--- src/rtl/push_button_pkg.sv ---
// Shared types and constants for the push-button debouncer.
package push_button_pkg;

    typedef enum logic {
        IDLE  = 1'b0,
        CHECK = 1'b1
    } db_state_t;

    localparam int DEFAULT_STABLE_CYCLES = 500000;  // 10 ms at 50 MHz
    localparam int SIM_STABLE_CYCLES     = 16;

endpackage

--- src/rtl/debounce_channel.sv ---
// One button channel: two-flop synchroniser, polarity normalisation,
// stable-time qualification FSM and registered press/release strobes.
module debounce_channel
    import push_button_pkg::*;
#(
    parameter int STABLE_CYCLES = DEFAULT_STABLE_CYCLES,
    parameter bit ACTIVE_LOW    = 1'b1
) (
    input  logic clk,
    input  logic reset_n,
    input  logic btn_raw_i,
    output logic btn_clean_o,
    output logic press_pulse_o,
    output logic release_pulse_o
);

    localparam int              CNT_W   = $clog2(STABLE_CYCLES);
    localparam logic [CNT_W-1:0] CNT_MAX = CNT_W'(STABLE_CYCLES - 1);

    logic             sync1_q, sync2_q;
    logic             lvl;
    db_state_t        state_q, state_d;
    logic [CNT_W-1:0] cnt_q, cnt_d;
    logic             clean_q, clean_d;
    logic             press_q, press_d;
    logic             release_q, release_d;

    // Synchroniser resets to the released pin level so no phantom press.
    always_ff @(posedge clk or negedge reset_n) begin
        if (!reset_n) begin
            sync1_q <= ACTIVE_LOW;
            sync2_q <= ACTIVE_LOW;
        end else begin
            sync1_q <= btn_raw_i;
            sync2_q <= sync1_q;
        end
    end

    assign lvl = sync2_q ^ ACTIVE_LOW;

    always_ff @(posedge clk or negedge reset_n) begin
        if (!reset_n) begin
            state_q   <= IDLE;
            cnt_q     <= '0;
            clean_q   <= 1'b0;
            press_q   <= 1'b0;
            release_q <= 1'b0;
        end else begin
            state_q   <= state_d;
            cnt_q     <= cnt_d;
            clean_q   <= clean_d;
            press_q   <= press_d;
            release_q <= release_d;
        end
    end

    always_comb begin
        state_d   = state_q;
        cnt_d     = cnt_q;
        clean_d   = clean_q;
        press_d   = 1'b0;
        release_d = 1'b0;
        unique case (state_q)
            IDLE: begin
                if (lvl == clean_q) begin
                    cnt_d = '0;
                end else begin
                    state_d = CHECK;
                    cnt_d   = CNT_W'(1);
                end
            end
            CHECK: begin
                if (lvl == clean_q) begin
                    state_d = IDLE;
                    cnt_d   = '0;
                end else if (cnt_q == CNT_MAX) begin
                    // Counter stops here, so it can never pass CNT_MAX or wrap.
                    state_d   = IDLE;
                    cnt_d     = '0;
                    clean_d   = ~clean_q;
                    press_d   = ~clean_q;
                    release_d = clean_q;
                end else begin
                    cnt_d = cnt_q + CNT_W'(1);
                end
            end
            default: begin
                state_d = IDLE;
                cnt_d   = '0;
            end
        endcase
    end

    assign btn_clean_o     = clean_q;
    assign press_pulse_o   = press_q;
    assign release_pulse_o = release_q;

endmodule

--- src/rtl/push_button_debouncer.sv ---
// Debounces the KEY pins feeding the push-button PIO; one independent
// debounce_channel per button.
module push_button_debouncer
    import push_button_pkg::*;
#(
    parameter int WIDTH         = 2,
    parameter int STABLE_CYCLES = DEFAULT_STABLE_CYCLES,
    parameter bit ACTIVE_LOW    = 1'b1
) (
    input  logic             clk,
    input  logic             reset_n,
    input  logic [WIDTH-1:0] btn_raw,
    output logic [WIDTH-1:0] btn_clean,
    output logic [WIDTH-1:0] press_pulse,
    output logic [WIDTH-1:0] release_pulse
);

    for (genvar i = 0; i < WIDTH; i++) begin : g_ch
        debounce_channel #(
            .STABLE_CYCLES (STABLE_CYCLES),
            .ACTIVE_LOW    (ACTIVE_LOW)
        ) u_ch (
            .clk             (clk),
            .reset_n         (reset_n),
            .btn_raw_i       (btn_raw[i]),
            .btn_clean_o     (btn_clean[i]),
            .press_pulse_o   (press_pulse[i]),
            .release_pulse_o (release_pulse[i])
        );
    end

endmodule

--- config.mk ---
export PLATFORM = sky130hd
export DESIGN_NAME = push_button_debouncer
export DESIGN_NICKNAME = d
export VERILOG_FILES = /design/src/rtl/push_button_pkg.sv /design/src/rtl/debounce_channel.sv /design/src/rtl/push_button_debouncer.sv
export SDC_FILE = /design/constraint.sdc
export NUM_CORES = 1
export LEC_CHECK = 0
export ABC_CLOCK_PERIOD_IN_PS = 1900
export CORE_AREA = 5 5 93 95
export DETAILED_ROUTE_END_ITERATION = 6
export DIE_AREA = 0 0 98 100
export SYNTH_ARGS = -nofsm -noshare
export SYNTH_HDL_FRONTEND = slang
export SYNTH_SLANG_ARGS = --single-unit
--- constraint.sdc ---
create_clock -name clk -period 1.9 [get_ports clk]
set_clock_uncertainty 0.2 [all_clocks]
set_input_delay 0.475 -clock clk [delete_from_list [all_inputs] [get_ports clk]]
set_output_delay 0.475 -clock clk [all_outputs]
set_load 0.02 [all_outputs]
==> results of run 1 <==
-- routing by layer --
metal / up-vias / wire [µm] / track usage (%)
li1: 871 / - / -
met1: 834 / 2040 / 11.59
met2: 10 / 2101 / 15.18
met3: 7 / 111 / 2.502
met4: 0 / 76 / 3.834
met5: - / 0 / 0
-- cell families after synthesis --
family	after synthesis	synth area share, %
AOI/OAI and AO/OA	19	4.976
xor gates and xnor gates	32	11.73
adders and majority gates	2	1.048
buffers and inverters	17	3.876
DFF	50	52.59
and+or+nand+nor	117	25.77
-- power breakdown --
| part | switching, µW | internal, µW |
|---|---|---|
| Combinational | 70.7 | 60.8 |
| Clock | 363 | 392 |
| Sequential | 22.1 | 1090 |
| Total | 456 | 1540 |
-- state kept, by name (all words and copies together), names as in the netlist --
register                   flops
g_ch.u_ch.cnt_q               38
g_ch.u_ch.sync2_q              2
g_ch.u_ch.release_pulse_o      2
g_ch.u_ch.btn_clean_o          2
g_ch.u_ch.press_pulse_o        2
g_ch.u_ch.state_q              2
g_ch.u_ch.sync1_q              2
-- worst max-delay path by stage --
stage	slack, ns	depth (start not counted)	startpoint	to
2_1_floorplan	0.07	6	g_ch[1].u_ch.cnt_q[0]	g_ch[1].u_ch.cnt_q[10]
5_1_grt	-0.07	5	g_ch[1].u_ch.cnt_q[0]	g_ch[1].u_ch.cnt_q[18]
4_1_cts	0.02	6	g_ch[1].u_ch.cnt_q[0]	g_ch[1].u_ch.cnt_q[0]
3_3_place_gp	0.008	5	g_ch[1].u_ch.cnt_q[0]	g_ch[1].u_ch.cnt_q[18]
6_report	0.05	5	g_ch[1].u_ch.cnt_q[0]	g_ch[1].u_ch.cnt_q[17]
3_5_place_dp	-0.05	5	g_ch[1].u_ch.cnt_q[0]	g_ch[1].u_ch.cnt_q[18]
-- per-stage QoR --
step	TNS (ns)	util, %	setup WS [ns]	power [µW]
after global placement	0	34.78	0.008079	1238
after detailed placement	-0.04533	34.78	-0.04533	1238
after floorplan	0	-	0.06796	1180
after CTS	0	36.39	0.02079	1993
after global routing	-0.1977	38.02	-0.07082	2093
final	0	38.02	0.04564	1998
-- worst max-delay path, cell delays in order, from the launching register on --
cell and delay, ns:
dfrtp_1 0.41, buf_4 0.14, nand4_1 0.14, or2_4 0.29, or4_1 0.48, a21oi_2 0.14
-- cells in the final DEF, fill, tap and decap left out, drive strengths merged, types with 5 or more instances in the layout --
cell / instances
clkbuf: 5
buf: 22
o21ai: 6
nand2: 14
nand3: 18
nor4: 12
a21oi: 6
dlygate4sd2: 6
nor2: 33
nand4: 10
or2: 6
xnor2: 18
inv: 5
xor2: 14
dfrtp: 46
nor3: 8
-- final cells by class --
class	count	area [µm²]
multi-input cells	170	1125
repair buffers	31	261.5
fillers	751	4740
inverters	5	18.77
clock inverters	3	45.04
well taps	102	127.6
clock buffers	5	68.82
flip-flops and latches	50	1261
-- timing repair --
item | 4_1_cts | 5_1_grt
hold buffers | 1 | 0
setup endpoints to repair | 7 | 39
pin swaps | 0 | 4
setup buffers | 0 | 5
endpoints found under the hold margin | 46 | 0
resized for setup | 7 | 21
==> impl_metrics.tcl, run 1 <==
set metrics [dict create \
    detail_route.iter0.violations 51 \
    drive_gt1_share_pct 21.97 \
    stdcell_area_um2 2908 \
    crit_fanout 4 \
    hold_depth 0 \
    hpwl_um 2994 \
    gp_congestion 0.7976 \
    antenna_found_initial 0 \
    wl_per_cell_um 11.83 \
    ys_top_cells_by_count "dfrtp_1, nor2_1, nand3_1, xnor2_1" \
    rows 32 \
    io_pins 10 \
    num_vias 1722 \
    vias_per_cell 4.705 \
    setup_viol_count_final 0 \
    synthArstFlopShare_pct 100.0 \
    grt_use_total_pct 9.263 \
    fp.coreArea_um2 7647 \
    first_global_vias 1656 \
    r2r-start "g_ch[1].u_ch.cnt_q[0]" \
    period_needed_ns 1.854 \
    cap_violations 0 \
    worstPathRequired_ns 1.95 \
    syn_nets 243 \
    die_width_um 98 \
    placed_area_um2 2660 \
    relSlewSlack_pct 76.24 \
    synth_cells 237 \
    synth_top_cell_area_share_pct 48.19 \
    hp-class "reg2reg" \
    insertion_delay_ns 0.31 \
    drc 0 \
    yosys-top-cells-area "dfrtp_1, xnor2_1, nor2_1, xor2_1, dfstp_2" \
    ys_warn_count 0 \
    clk_pin_slew_worst_paths_ns 0.09 \
    dp.cells 352 \
    avgSynthCellArea_um2 10.08 \
    synth_area_leader_cell "dfrtp_1" \
    synth_most_common_cell "dfrtp_1" \
    worst_pin_slew_ns 0.3531 \
    ys_types 34 \
    cp.arrival_ns 1.90 \
    cts_sinks 50 \
    nNetsFinal 269 \
    timing.final.max_slew_violations 0 \
    grt_pass1_wl_um 7472 \
    synth_flop_cell "dfrtp_1" \
    p_leak_uw 0.001118 \
    r2r_end "g_ch[1].u_ch.cnt_q[17]" \
    ff2ff_path_depth 5 \
    drt_wl_total_um 4329 \
    ant_nets 0 \
    ys_seq_elements 50 \
    die_height_um 100 \
    final_hold_viol_count 0 \
    cts_root_buffer "clkbuf_8" \
    synth_area_um2 2389 \
    hp-start "g_ch[0].u_ch.sync1_q" \
    antenna_cells 0 \
    htreeDepth 2 \
    cts_tree "yes" \
    initial_core_util_pct 31.23 \
    grt_max_degree 51 \
    startpoint_type "register" \
    fin_crit_sh_pct 97.60 \
    rsz0062_at_grt "yes" \
    r2r_setup_slack_ns 0.05 \
    status "finished clean" \
    p_per_area_nw_per_um2 687.1 \
    criticalPathCategory "reg2reg" \
    instances_no_fill 366 \
    synth_edf_count 0 \
    ys_seq_area_share_pct 52.59 \
    die_area_um2 9800 \
    cts.path.max_buffers 2 \
    min_to "g_ch[0].u_ch.sync2_q" \
    max_freq_ghz 0.5393 \
    ir_drop_v 0.0004299 \
    port-buffer-count 9 \
    firstDrtPassIters 4 \
    areaGrowthSynthToFinish_pct 21.74 \
    setup.worst_path.end_class "register" \
    overflow 0 \
    holdWs_ns 0.1596 \
    numCtsBuffers 5 \
]
Power figures use the tool's default switching activity.
==> inputs of run 2 (changes only) <==
--- a/config.mk
+++ b/config.mk
@@ -9,6 +9,7 @@
 export CORE_AREA = 5 5 93 95
 export DETAILED_ROUTE_END_ITERATION = 6
 export DIE_AREA = 0 0 98 100
+export PLACE_DENSITY = 0.46
 export SYNTH_ARGS = -nofsm -noshare
 export SYNTH_HDL_FRONTEND = slang
 export SYNTH_SLANG_ARGS = --single-unit
==> impl_metrics.tcl, run 2 (same netlist as run 1, synthesis figures left out) <==
set metrics [dict create \
    status "finished clean" \
    p_leak_uw 0.001153 \
    fp.coreArea_um2 7647 \
    first_global_vias 1750 \
    die_area_um2 9800 \
    antenna_found_initial 0 \
    num_vias 1758 \
    crit_slowest_cell "or4_1" \
    gp_congestion 0.7446 \
    cts.path.max_buffers 2 \
    placed_area_um2 2725 \
    slowest_delay_ns 0.49 \
    fin_crit_sh_pct 96.80 \
    final_hold_viol_count 0 \
    period_needed_ns 1.839 \
    nNetsFinal 275 \
    cp.arrival_ns 1.88 \
    final_cell_mix "dfrtp_1, nor2_1, buf_4" \
    grt_max_degree 19 \
    tns_ns 0 \
    grt_util_met3_pct 3.197 \
    drive_gt1_share_pct 20.37 \
    p_per_area_nw_per_um2 641.9 \
    htreeDepth 2 \
    drc 0 \
    numCtsBuffers 5 \
    finalPower_uw 1863 \
    port-buffer-count 9 \
    hp-class "reg2reg" \
    cts_sinks 50 \
    rsz0062_at_grt "no" \
    insertion_delay_ns 0.31 \
    initial_core_util_pct 31.23 \
    criticalPathCategory "reg2reg" \
    final_util_pct 37.94 \
    drt_wl_total_um 4635 \
    hpwl_um 3364 \
    firstDrtPassIters 4 \
    clk_pin_slew_worst_paths_ns 0.10 \
    io_pins 10 \
    met1_usage_pct 11.87 \
    cts_tree "yes" \
    top_register "g_ch.u_ch.cnt_q" \
    ant_nets 0 \
    relSlewSlack_pct 78.83 \
    areaGrowthSynthToFinish_pct 21.48 \
    crit_chain "buf_4 -> nand4_1 -> or2_4 -> or4_1 -> a21oi_2" \
    max_freq_ghz 0.5437 \
    grt_pass1_wl_um 8059 \
    overflow 0 \
    critPathBufInv 1 \
    setup.worst_path.end_class "register" \
    vias_per_cell 4.726 \
    antenna_cells 0 \
    ir_drop_v 0.0003994 \
    cap_violations 0 \
    die_width_um 98 \
    cts_root_buffer "clkbuf_8" \
    use_met2_pct 18.22 \
    detail_route.iter0.violations 23 \
    final_common_cell "dfrtp_1" \
    grt_use_total_pct 10.21 \
    crit_fanout 5 \
    largest_register_ffs 38 \
    rows 32 \
    grt-busiest-layer "met2" \
    worst_pin_slew_ns 0.3146 \
    crit_family "simple AND/OR/NAND/NOR gates" \
    die_height_um 100 \
    timing.final.max_slew_violations 0 \
    setup_viol_count_final 0 \
    worstPathRequired_ns 1.94 \
    wl_per_cell_um 12.46 \
    holdWs_ns 0.1461 \
    stdcell_area_um2 2902 \
    startpoint_type "register" \
]
## run 2: cell types whose count changed in the layout (fill, tap and decap cells not counted), moves of 2 or more
cell	delta
buf_4	+5
clkinv_2	+2
clkinvlp_4	-2
dfrtp_1	+4
dfrtp_2	-4
ha_1	+2
## run 2: through the flow
step / instances / setup WS, ns
4_1_cts: 370 / 0.01146
6_report: 372 / 0.06087
3_3_place_gp: 359 / -0.04060
5_1_grt: 372 / 0.002950
2_1_floorplan: 237 / 0.06796
3_5_place_dp: 359 / -0.07633
## run 2: final cells by class
| type | instances | area [µm²] |
|---|---|---|
| Inverter | 5 | 18.77 |
| Multi-Input combinational cell | 170 | 1097 |
| Clock inverter | 2 | 10.01 |
| Clock buffer | 6 | 72.57 |
| Tap cell | 102 | 127.6 |
| Sequential cell | 50 | 1256 |
| Timing Repair Buffer | 37 | 319.1 |
| Fill cell | 774 | 4746 |
## run 2: worst paths after layout
kind	from	endpoint	slack, ns	depth (start not counted)
max	g_ch[1].u_ch.cnt_q[0]	g_ch[1].u_ch.cnt_q[17]	0.06	5
min	g_ch[1].u_ch.sync1_q	g_ch[1].u_ch.sync2_q	0.15	0
max reg2reg	g_ch[1].u_ch.cnt_q[0]	g_ch[1].u_ch.cnt_q[17]	0.06	5
min reg2reg	g_ch[1].u_ch.sync1_q	g_ch[1].u_ch.sync2_q	0.15	0
max in group asynchronous	reset_n	g_ch[0].u_ch.sync2_q	0.58	3
min in group asynchronous	reset_n	g_ch[1].u_ch.release_pulse_o	0.38	2
## run 2: what timing repair did
action	4_1_cts	5_1_grt
setup endpoints to repair	19	31
buffers inserted	2	2
pin swaps	2	4
endpoints found under the hold margin	7	0
hold buffers	1	0
gates resized for setup	8	11
## run 2: power breakdown
| part | switching, µW | internal, µW | total (µW) |
|---|---|---|---|
| registers | 17.0 | 1090 | 1110 |
| logic | 78.6 | 68.1 | 147 |
| clock network | 354 | 256 | 610 |
| total | 449 | 1410 | 1860 |
## run 2: layer usage
metal	vias to the layer above	wire, µm
met3	4	118
met1	858	2137
met2	13	2333
li1	883	-
met4	0	46
met5	-	0
